===== config.mk =====
export PLATFORM = sky130hd
export DESIGN_NAME = key_pulse_gen
export DESIGN_NICKNAME = d
export VERILOG_FILES = /design/src/rtl/key_pulse_gen_pkg.sv /design/src/rtl/key_pulse_gen_key_filter.sv /design/src/rtl/key_pulse_gen.sv
export SDC_FILE = /design/constraint.sdc
export NUM_CORES = 1
export LEC_CHECK = 0
export ABC_AREA = 1
export BUFFER_PORTS_ARGS = -buffer_cell sky130_fd_sc_hd__buf_2
export CAP_MARGIN = 20
export CORE_MARGIN = 3
export CORE_UTILIZATION = 55
export DETAILED_ROUTE_END_ITERATION = 10
export PLACE_DENSITY = 0.77
export SLEW_MARGIN = 5
export SYNTH_ARGS = -nofsm -noshare
export SYNTH_HDL_FRONTEND = slang
export SYNTH_HIERARCHICAL = 1
export SYNTH_SLANG_ARGS = --single-unit

===== constraint.sdc =====
create_clock -name clk -period 2.75 [get_ports clk]
set_input_delay 0.1375 -clock clk [delete_from_list [all_inputs] [get_ports clk]]
set_output_delay 0.1375 -clock clk [all_outputs]
set_load 0.05 [all_outputs]

===== src/rtl/key_pulse_gen_pkg.sv =====
// Shared definitions for the push-button front end: debounce FSM encoding,
// key index map and default timing.
package key_pulse_gen_pkg;

    // Debounce FSM states, one FSM per key.
    typedef enum logic [1:0] {
        ST_RELEASED     = 2'd0,
        ST_PRESS_WAIT   = 2'd1,
        ST_PRESSED      = 2'd2,
        ST_RELEASE_WAIT = 2'd3
    } key_state_e;

    // Bit positions on keys_in / key_level.
    localparam int NUM_KEYS    = 6;
    localparam int KEY_RESTART = 0;
    localparam int KEY_LEFT    = 1;
    localparam int KEY_RIGHT   = 2;
    localparam int KEY_UP      = 3;
    localparam int KEY_DOWN    = 4;
    localparam int KEY_CHANGE  = 5;

    // 20 ms of stable level at 50 MHz.
    localparam int DEB_CYCLES_DEF = 1000000;
    localparam int CNT_W_DEF      = 20;

    // A key counts as held once a press is accepted and until the release
    // is confirmed, so the release-wait state still reports "held".
    function automatic logic is_held(input logic [1:0] st);
        return (st == ST_PRESSED) || (st == ST_RELEASE_WAIT);
    endfunction

endpackage


===== src/rtl/key_pulse_gen_key_filter.sv =====
// Single-key conditioner: 2-flop synchronizer, debounce FSM with a stable-level
// counter, one-cycle press pulse and a debounced held level.
//
// Handshake: none. press_pulse is a registered strobe, high for exactly one
// clock per accepted press; level is a registered copy of the debounced state.
module key_filter
    import key_pulse_gen_pkg::*;
#(
    parameter int DEB_CYCLES = DEB_CYCLES_DEF,
    parameter int CNT_W      = CNT_W_DEF,
    parameter bit ACTIVE_LOW = 1'b1
) (
    input  logic       clk,
    input  logic       rst,
    input  logic       key_raw,
    output logic       press_pulse,
    output logic       level,
    output logic [1:0] state_dbg
);

    localparam logic             IDLE_LVL = ACTIVE_LOW ? 1'b1 : 1'b0;
    localparam logic [CNT_W-1:0] CNT_LAST = CNT_W'(DEB_CYCLES - 1);

    logic             sync1_q, sync1_d;
    logic             sync2_q, sync2_d;
    key_state_e       state_q, state_d;
    logic [CNT_W-1:0] cnt_q, cnt_d;
    logic             pulse_q, pulse_d;
    logic             level_q, level_d;
    logic             pressed;

    // Synchronizer next values; polarity is resolved only after the second flop.
    always_comb begin
        sync1_d = key_raw;
        sync2_d = sync1_q;
    end

    assign pressed = ACTIVE_LOW ? ~sync2_q : sync2_q;

    // Debounce FSM: a level must stay stable for DEB_CYCLES counted cycles
    // before the state flips; any disagreeing sample restarts the wait.
    always_comb begin
        state_d = state_q;
        cnt_d   = cnt_q;
        pulse_d = 1'b0;
        case (state_q)
            ST_RELEASED: begin
                if (pressed) begin
                    state_d = ST_PRESS_WAIT;
                    cnt_d   = '0;
                end
            end
            ST_PRESS_WAIT: begin
                if (!pressed) begin
                    state_d = ST_RELEASED;
                    cnt_d   = '0;
                end else if (cnt_q == CNT_LAST) begin
                    state_d = ST_PRESSED;
                    cnt_d   = '0;
                    pulse_d = 1'b1;
                end else begin
                    cnt_d = cnt_q + CNT_W'(1);
                end
            end
            ST_PRESSED: begin
                if (!pressed) begin
                    state_d = ST_RELEASE_WAIT;
                    cnt_d   = '0;
                end
            end
            ST_RELEASE_WAIT: begin
                if (pressed) begin
                    state_d = ST_PRESSED;
                    cnt_d   = '0;
                end else if (cnt_q == CNT_LAST) begin
                    state_d = ST_RELEASED;
                    cnt_d   = '0;
                end else begin
                    cnt_d = cnt_q + CNT_W'(1);
                end
            end
            default: begin
                state_d = ST_RELEASED;
                cnt_d   = '0;
            end
        endcase
        level_d = is_held(state_d);
    end

    // All state of this key; synchronizer resets to the idle pin level.
    always_ff @(posedge clk or posedge rst) begin
        if (rst) begin
            sync1_q <= IDLE_LVL;
            sync2_q <= IDLE_LVL;
            state_q <= ST_RELEASED;
            cnt_q   <= '0;
            pulse_q <= 1'b0;
            level_q <= 1'b0;
        end else begin
            sync1_q <= sync1_d;
            sync2_q <= sync2_d;
            state_q <= state_d;
            cnt_q   <= cnt_d;
            pulse_q <= pulse_d;
            level_q <= level_d;
        end
    end

    assign press_pulse = pulse_q;
    assign level       = level_q;
    assign state_dbg   = state_q;

endmodule


===== src/rtl/key_pulse_gen.sv =====
// Six-button front end for the vision-test display: per-key debounce, then a
// one-hot priority arbiter over the four direction keys and an output register.
// Restart and change bypass the arbiter and may fire alongside anything.
module key_pulse_gen
    import key_pulse_gen_pkg::*;
#(
    parameter int DEB_CYCLES = DEB_CYCLES_DEF,
    parameter int CNT_W      = CNT_W_DEF,
    parameter bit ACTIVE_LOW = 1'b1
) (
    input  logic                clk,
    input  logic                rst,
    input  logic [NUM_KEYS-1:0] keys_in,
    output logic                RESTARTdown,
    output logic                LeftDown,
    output logic                RightDown,
    output logic                upDown,
    output logic                DownDown,
    output logic                ChangeDown,
    output logic [NUM_KEYS-1:0] key_level
);

    logic [NUM_KEYS-1:0] raw_pulse;
    logic [NUM_KEYS-1:0] level_w;
    logic [1:0]          state_w [NUM_KEYS];
    logic [NUM_KEYS-1:0] pulse_q, pulse_d;

    for (genvar i = 0; i < NUM_KEYS; i++) begin : g_key
        key_filter #(
            .DEB_CYCLES (DEB_CYCLES),
            .CNT_W      (CNT_W),
            .ACTIVE_LOW (ACTIVE_LOW)
        ) u_filter (
            .clk         (clk),
            .rst         (rst),
            .key_raw     (keys_in[i]),
            .press_pulse (raw_pulse[i]),
            .level       (level_w[i]),
            .state_dbg   (state_w[i])
        );

        // The held level must always agree with the FSM state it came from.
        a_level_state: assert property (@(posedge clk) disable iff (rst)
            level_w[i] == is_held(state_w[i]));
    end

    // Direction arbiter: left > right > up > down; losers are dropped, not queued.
    always_comb begin
        pulse_d = raw_pulse;
        if (raw_pulse[KEY_LEFT]) begin
            pulse_d[KEY_RIGHT] = 1'b0;
            pulse_d[KEY_UP]    = 1'b0;
            pulse_d[KEY_DOWN]  = 1'b0;
        end else if (raw_pulse[KEY_RIGHT]) begin
            pulse_d[KEY_UP]    = 1'b0;
            pulse_d[KEY_DOWN]  = 1'b0;
        end else if (raw_pulse[KEY_UP]) begin
            pulse_d[KEY_DOWN]  = 1'b0;
        end
    end

    // Output pulse register; async reset drops any pulse in flight.
    always_ff @(posedge clk or posedge rst) begin
        if (rst) begin
            pulse_q <= '0;
        end else begin
            pulse_q <= pulse_d;
        end
    end

    // The display block relies on never seeing two directions at once.
    a_dir_onehot: assert property (@(posedge clk) disable iff (rst)
        $onehot0(pulse_q[KEY_DOWN:KEY_LEFT]));

    assign RESTARTdown = pulse_q[KEY_RESTART];
    assign LeftDown    = pulse_q[KEY_LEFT];
    assign RightDown   = pulse_q[KEY_RIGHT];
    assign upDown      = pulse_q[KEY_UP];
    assign DownDown    = pulse_q[KEY_DOWN];
    assign ChangeDown  = pulse_q[KEY_CHANGE];
    assign key_level   = level_w;

endmodule


# Word level (Yosys, flattened, before mapping)
# Cells that the tools add are included.
# classes
reduce_logical	18
eq_ne	48
muxes	101
addsub	6
# op_table
cell	count
$mux 20	30
$pmux 20 s4	6
$add 20x1->20 const B	6
$eq 20x20->1 const B	6
$mux 2	37
$eq 2x2->1 const B	24
$pmux 2 s4	6
$mux 1	22
$eq 2x1->1 const B	6
$logic_not 2->1	6
$ne 2x1->1 const B	6
$ne 2x2->1 const B	6
$reduce_and 2->1	6
$logic_or 1x1->1	6
# totals
word_cells	210
reg_bits	162
output_inout_bits	12

# Longest topological paths before layout
# logic_depth
ltp_word	6
depth_mapped	9
mapped_depth_nobuf	9

# By module
# Netlist, hierarchy kept.
# by_module_without_submodules
module	seq_area_each_um2	cells_per_inst	area_each_um2	n_inst
key_filter (g_key[0].u_filter ...)	653.1	188	1519.0	5
key_filter (g_key[5].u_filter)	653.1	196	1537.7	1
key_pulse_gen	150.1	16	192.7	1

# Least setup slack after synthesis
# No wires, ideal clock.
# synth_timing
path_kind	reg-to-reg
from	reg g_key[0].u_filter.cnt_q[0]
to	reg g_key[0].u_filter.cnt_q[10]
setup_slack_ps	1362
stages_incl_launch_ff	9
synth_period_minus_slack_ps	1388
t_required_ps	2629
path_buffers	0
arrival_ps	1267
cell_sequence	dfrtp_1 > ha_1 > nand3_2 > nor2_4 > nand3_4 > nand2_4 > nand2_4 > inv_6 > nor2_2
# synth_via
elab_chain_cells	4
# synth_rtl
item	line_no	source
start: declaration	key_pulse_gen_key_filter.sv:27	logic [CNT_W-1:0] cnt_q, cnt_d;
start signal: assignment	key_pulse_gen_key_filter.sv:103	cnt_q <= cnt_d;
$add 20x1->20 / $eq 20x20->1 (equally long branches)	-	
$mux 20 *	key_pulse_gen_key_filter.sv:57, key_pulse_gen_key_filter.sv:75	
$mux 20 (on tied branches)	key_pulse_gen_key_filter.sv:72, key_pulse_gen_key_filter.sv:54	
$pmux 20 s4 *	key_pulse_gen_key_filter.sv:46	case (state_q)
# Every way passes the cells marked *; elsewhere a longest branch is shown, timed or not.
# A chain may end at the register's enable or synchronous reset.

# Worst setup path in the final report
# layout_timing
from	reg g_key[5].u_filter.sync2_q
to	reg g_key[5].u_filter.cnt_q[12]
# layout_via
elab_chain_cells	2
# layout_rtl
item	line_no	source
start: declaration	key_pulse_gen_key_filter.sv:25	logic sync2_q, sync2_d;
start signal: assignment	key_pulse_gen_key_filter.sv:101	sync2_q <= sync2_d;
$mux 20 (tied with other cells)	key_pulse_gen_key_filter.sv:72	if (pressed) begin
$pmux 20 s4 / $reduce_and 2->1 (equally long branches)	-	
end signal: assignment	key_pulse_gen_key_filter.sv:103	
end: declaration	key_pulse_gen_key_filter.sv:27	
# Parallel ways exist; a longest one is shown, timed or not.

==> results.json <==
{
  "worstMarginPinSlew_ps": 959,
  "diodes": 0,
  "ctsRootBufferMaster": "clkbuf_16",
  "cts_sinks": 162,
  "routed_wl_um": 18700,
  "outcome": "completed",
  "syn_inst": 1152,
  "slew_violations": 0,
  "grt_pass1_vias": 7095,
  "ys_seq_area_frac": 0.436,
  "period_minus_slack_ps": 1720,
  "hp-class": "in2async",
  "die_w_um": 136,
  "rows": 46,
  "coreArea_um2": 16200,
  "ctsHtreeMaxLevel": 4,
  "ir_drop_mv": 0.437,
  "rsz0062_at_grt": "false",
  "p_per_area_nw_per_um2": 491,
  "cp-start-kind": "flip-flop",
  "portBuffers": 19,
  "clkTransAtPathRegs_ps": 60,
  "synth_top_cell_area_share": 0.403,
  "io_pins": 20,
  "grt_pass1_wl_um": 32100,
  "yosysUniqueCellTypes": 32,
  "end_kind": "flip-flop",
  "num-fill-cells": 1342,
  "min_period_over_period": 0.624,
  "final_cell_count_no_fill": 1425,
  "grt.total_usage": 0.212,
  "critPathArrivalTime_ps": 2020,
  "grt_busiest_layer": "met2",
  "dp_hpwl_um": 13400,
  "cp.required_ps": 3060,
  "initial_core_util": 0.575,
  "grt_max_degree": 27,
  "holdWs_ps": 306,
  "clk_latency_ps": 420,
  "cts.path.max_buffers": 2,
  "syn_to_final_growth_pct": 11.7,
  "gp_congestion": 0.889,
  "finalSetupTns_ps": 0,
  "setup_viol": 0,
  "placed_cells": 1381,
  "cts_tree": "yes",
  "synth_nets": 1166,
  "grt_overflow": 0,
  "met1_usage": 0.295,
  "antenna_found_initial": 0,
  "num_vias": 7492,
  "drt-initial-drc-count": 503,
  "die_h_um": 136,
  "wl_per_cell_um": 13.1,
  "power_leakage_nw": 4.22,
  "yosys.area.top_type": "dfrtp_1",
  "final_cell_mix": "280 x nand2_1, 150 x dfrtp_1, 129 x nor2_1",
  "cts_made_buffers": 17,
  "ys_ff_latch": 162,
  "grtUsageMet3": 0.0429,
  "drive_gt1_frac": 0.198,
  "ant_nets": 0,
  "final_common_cell": "nand2_1",
  "drc": 0,
  "criticalPathCategory": "reg2reg",
  "final_hold_viol_count": 0,
  "fmax_mhz": 583,
  "syn_area_um2": 9330,
  "worstPathMaxFanout": 12,
  "cts_setup_buffers": 0,
  "avgSynthCellArea_um2": 8.09,
  "relSlewSlack": 0.360,
  "finClkSkew_ps": 10.1,
  "vias_per_cell": 5.26,
  "final_core_util": 0.642,
  "firstDrtPassIters": 6,
  "nets": 1210,
  "max_cap_viol_count": 0,
  "yosys-top-cells-area": "dfrtp_1 40%, nand2_1 11%, nor2_1 5.2%",
  "die-area_um2": 18600,
  "ys_warn_count": 6,
  "grtUsageMet2": 0.339
}
## state kept, by name, indices dropped and copies added (netlist names)
register,cells
g_key.u_filter/cnt_q,120
g_key.u_filter/state_dbg,12
g_key.u_filter/level,6
g_key.u_filter/press_pulse,6
g_key.u_filter/sync1_q,6
g_key.u_filter/sync2_q,6
pulse_q,6
## synthesized netlist by cell type
library cell	instances
nor2_4	29
nor3b_1	5
nand2_1	280
nand3_4	6
xnor2_1	6
o21bai_1	5
inv_2	24
a21oi_2	6
nor3_2	3
nand2_4	12
dfrtp_1	150
inv_1	93
nand2_2	26
clkinv_2	1
inv_6	5
o22ai_1	25
nor3_4	5
ha_1	6
nor2_2	44
nor3_1	14
nand4_1	21
and2_1	5
nand3_2	12
o21ai_0	28
a21oi_1	47
buf_6	6
nand3_1	87
clkinv_1	5
o21ai_1	7
nor2_1	129
dfstp_2	12
xor2_1	48
## report_power, final
group	switching, mW	internal, mW	total [mW]
Clock	0.930	1.48	2.41
Sequential	0.0314	2.42	2.45
Combinational	0.177	0.0758	0.253
## per-layer routing
layer  share of wire  vias to the layer above
li1                -                     3795
met1            0.48                     3526
met2            0.47                      153
met3           0.040                       18
met4           0.011                        0
met5               0                        -
## cell families (layout without fill, tap and decap cells)
logic type      Yosys count  in the layout  synth area share
simple gates            678            678             0.373
xor+xnor                 54             54            0.0507
buf+inv                 134            191            0.0616
compound gates          118            118            0.0704
fa+ha+maj                 6              6           0.00805
flops                   162            162             0.436
## cell type report
type                       instances  area, um2  share of cell area
multi-input combinational        856       4680               0.449
inverter                         128        507              0.0486
clock inverter                    11        153              0.0147
clock buffer                      21        460              0.0442
tap                              216        270              0.0259
sequential                       162       4070               0.391
timing repair buffer              31        278              0.0267
## worst max-delay path, stage by stage, from the launching register on
cell     delay, ps
dfstp_2        550
inv_2           50
nand2_2         90
nand2_2         90
nor2_4         300
inv_2          150
nand2_1        120
xor2_1         210
nor2_2          40
## through the flow
stage          instance area, um2  setup slack (ps)  power, mW
2_1_floorplan                9330              1360       2.67
4_1_cts                     10300              1060       5.16
3_3_place_gp                 9620              1160       2.71
3_5_place_dp                 9620              1100       2.72
6_report                    10400              1030       5.12
5_1_grt                     10400               908       5.33
## path summary, 6_finish.rpt
path | cells past startpoint | endpoint | slack (ps) | start
max in group asynchronous | 3 | g_key[0].u_filter/cnt_q[11] | 1560 | rst
worst max-delay path | 8 | g_key[5].u_filter/cnt_q[12] | 1030 | g_key[5].u_filter/sync2_q
min in group clk | 0 | pulse_q[0] | 350 | g_key[0].u_filter/press_pulse
worst min-delay path | 3 | g_key[3].u_filter/press_pulse | 310 | rst
worst min register to register | 0 | pulse_q[0] | 350 | g_key[0].u_filter/press_pulse
worst max register to register | 8 | g_key[5].u_filter/cnt_q[12] | 1030 | g_key[5].u_filter/sync2_q
## timing repair
| item | in CTS | in global routing |
|---|---|---|
| gates resized for setup | 0 | 0 |
| hold buffers | 7 | 0 |
| endpoints found under the hold margin | 12 | 0 |
Power figures use the tool's default switching activity.
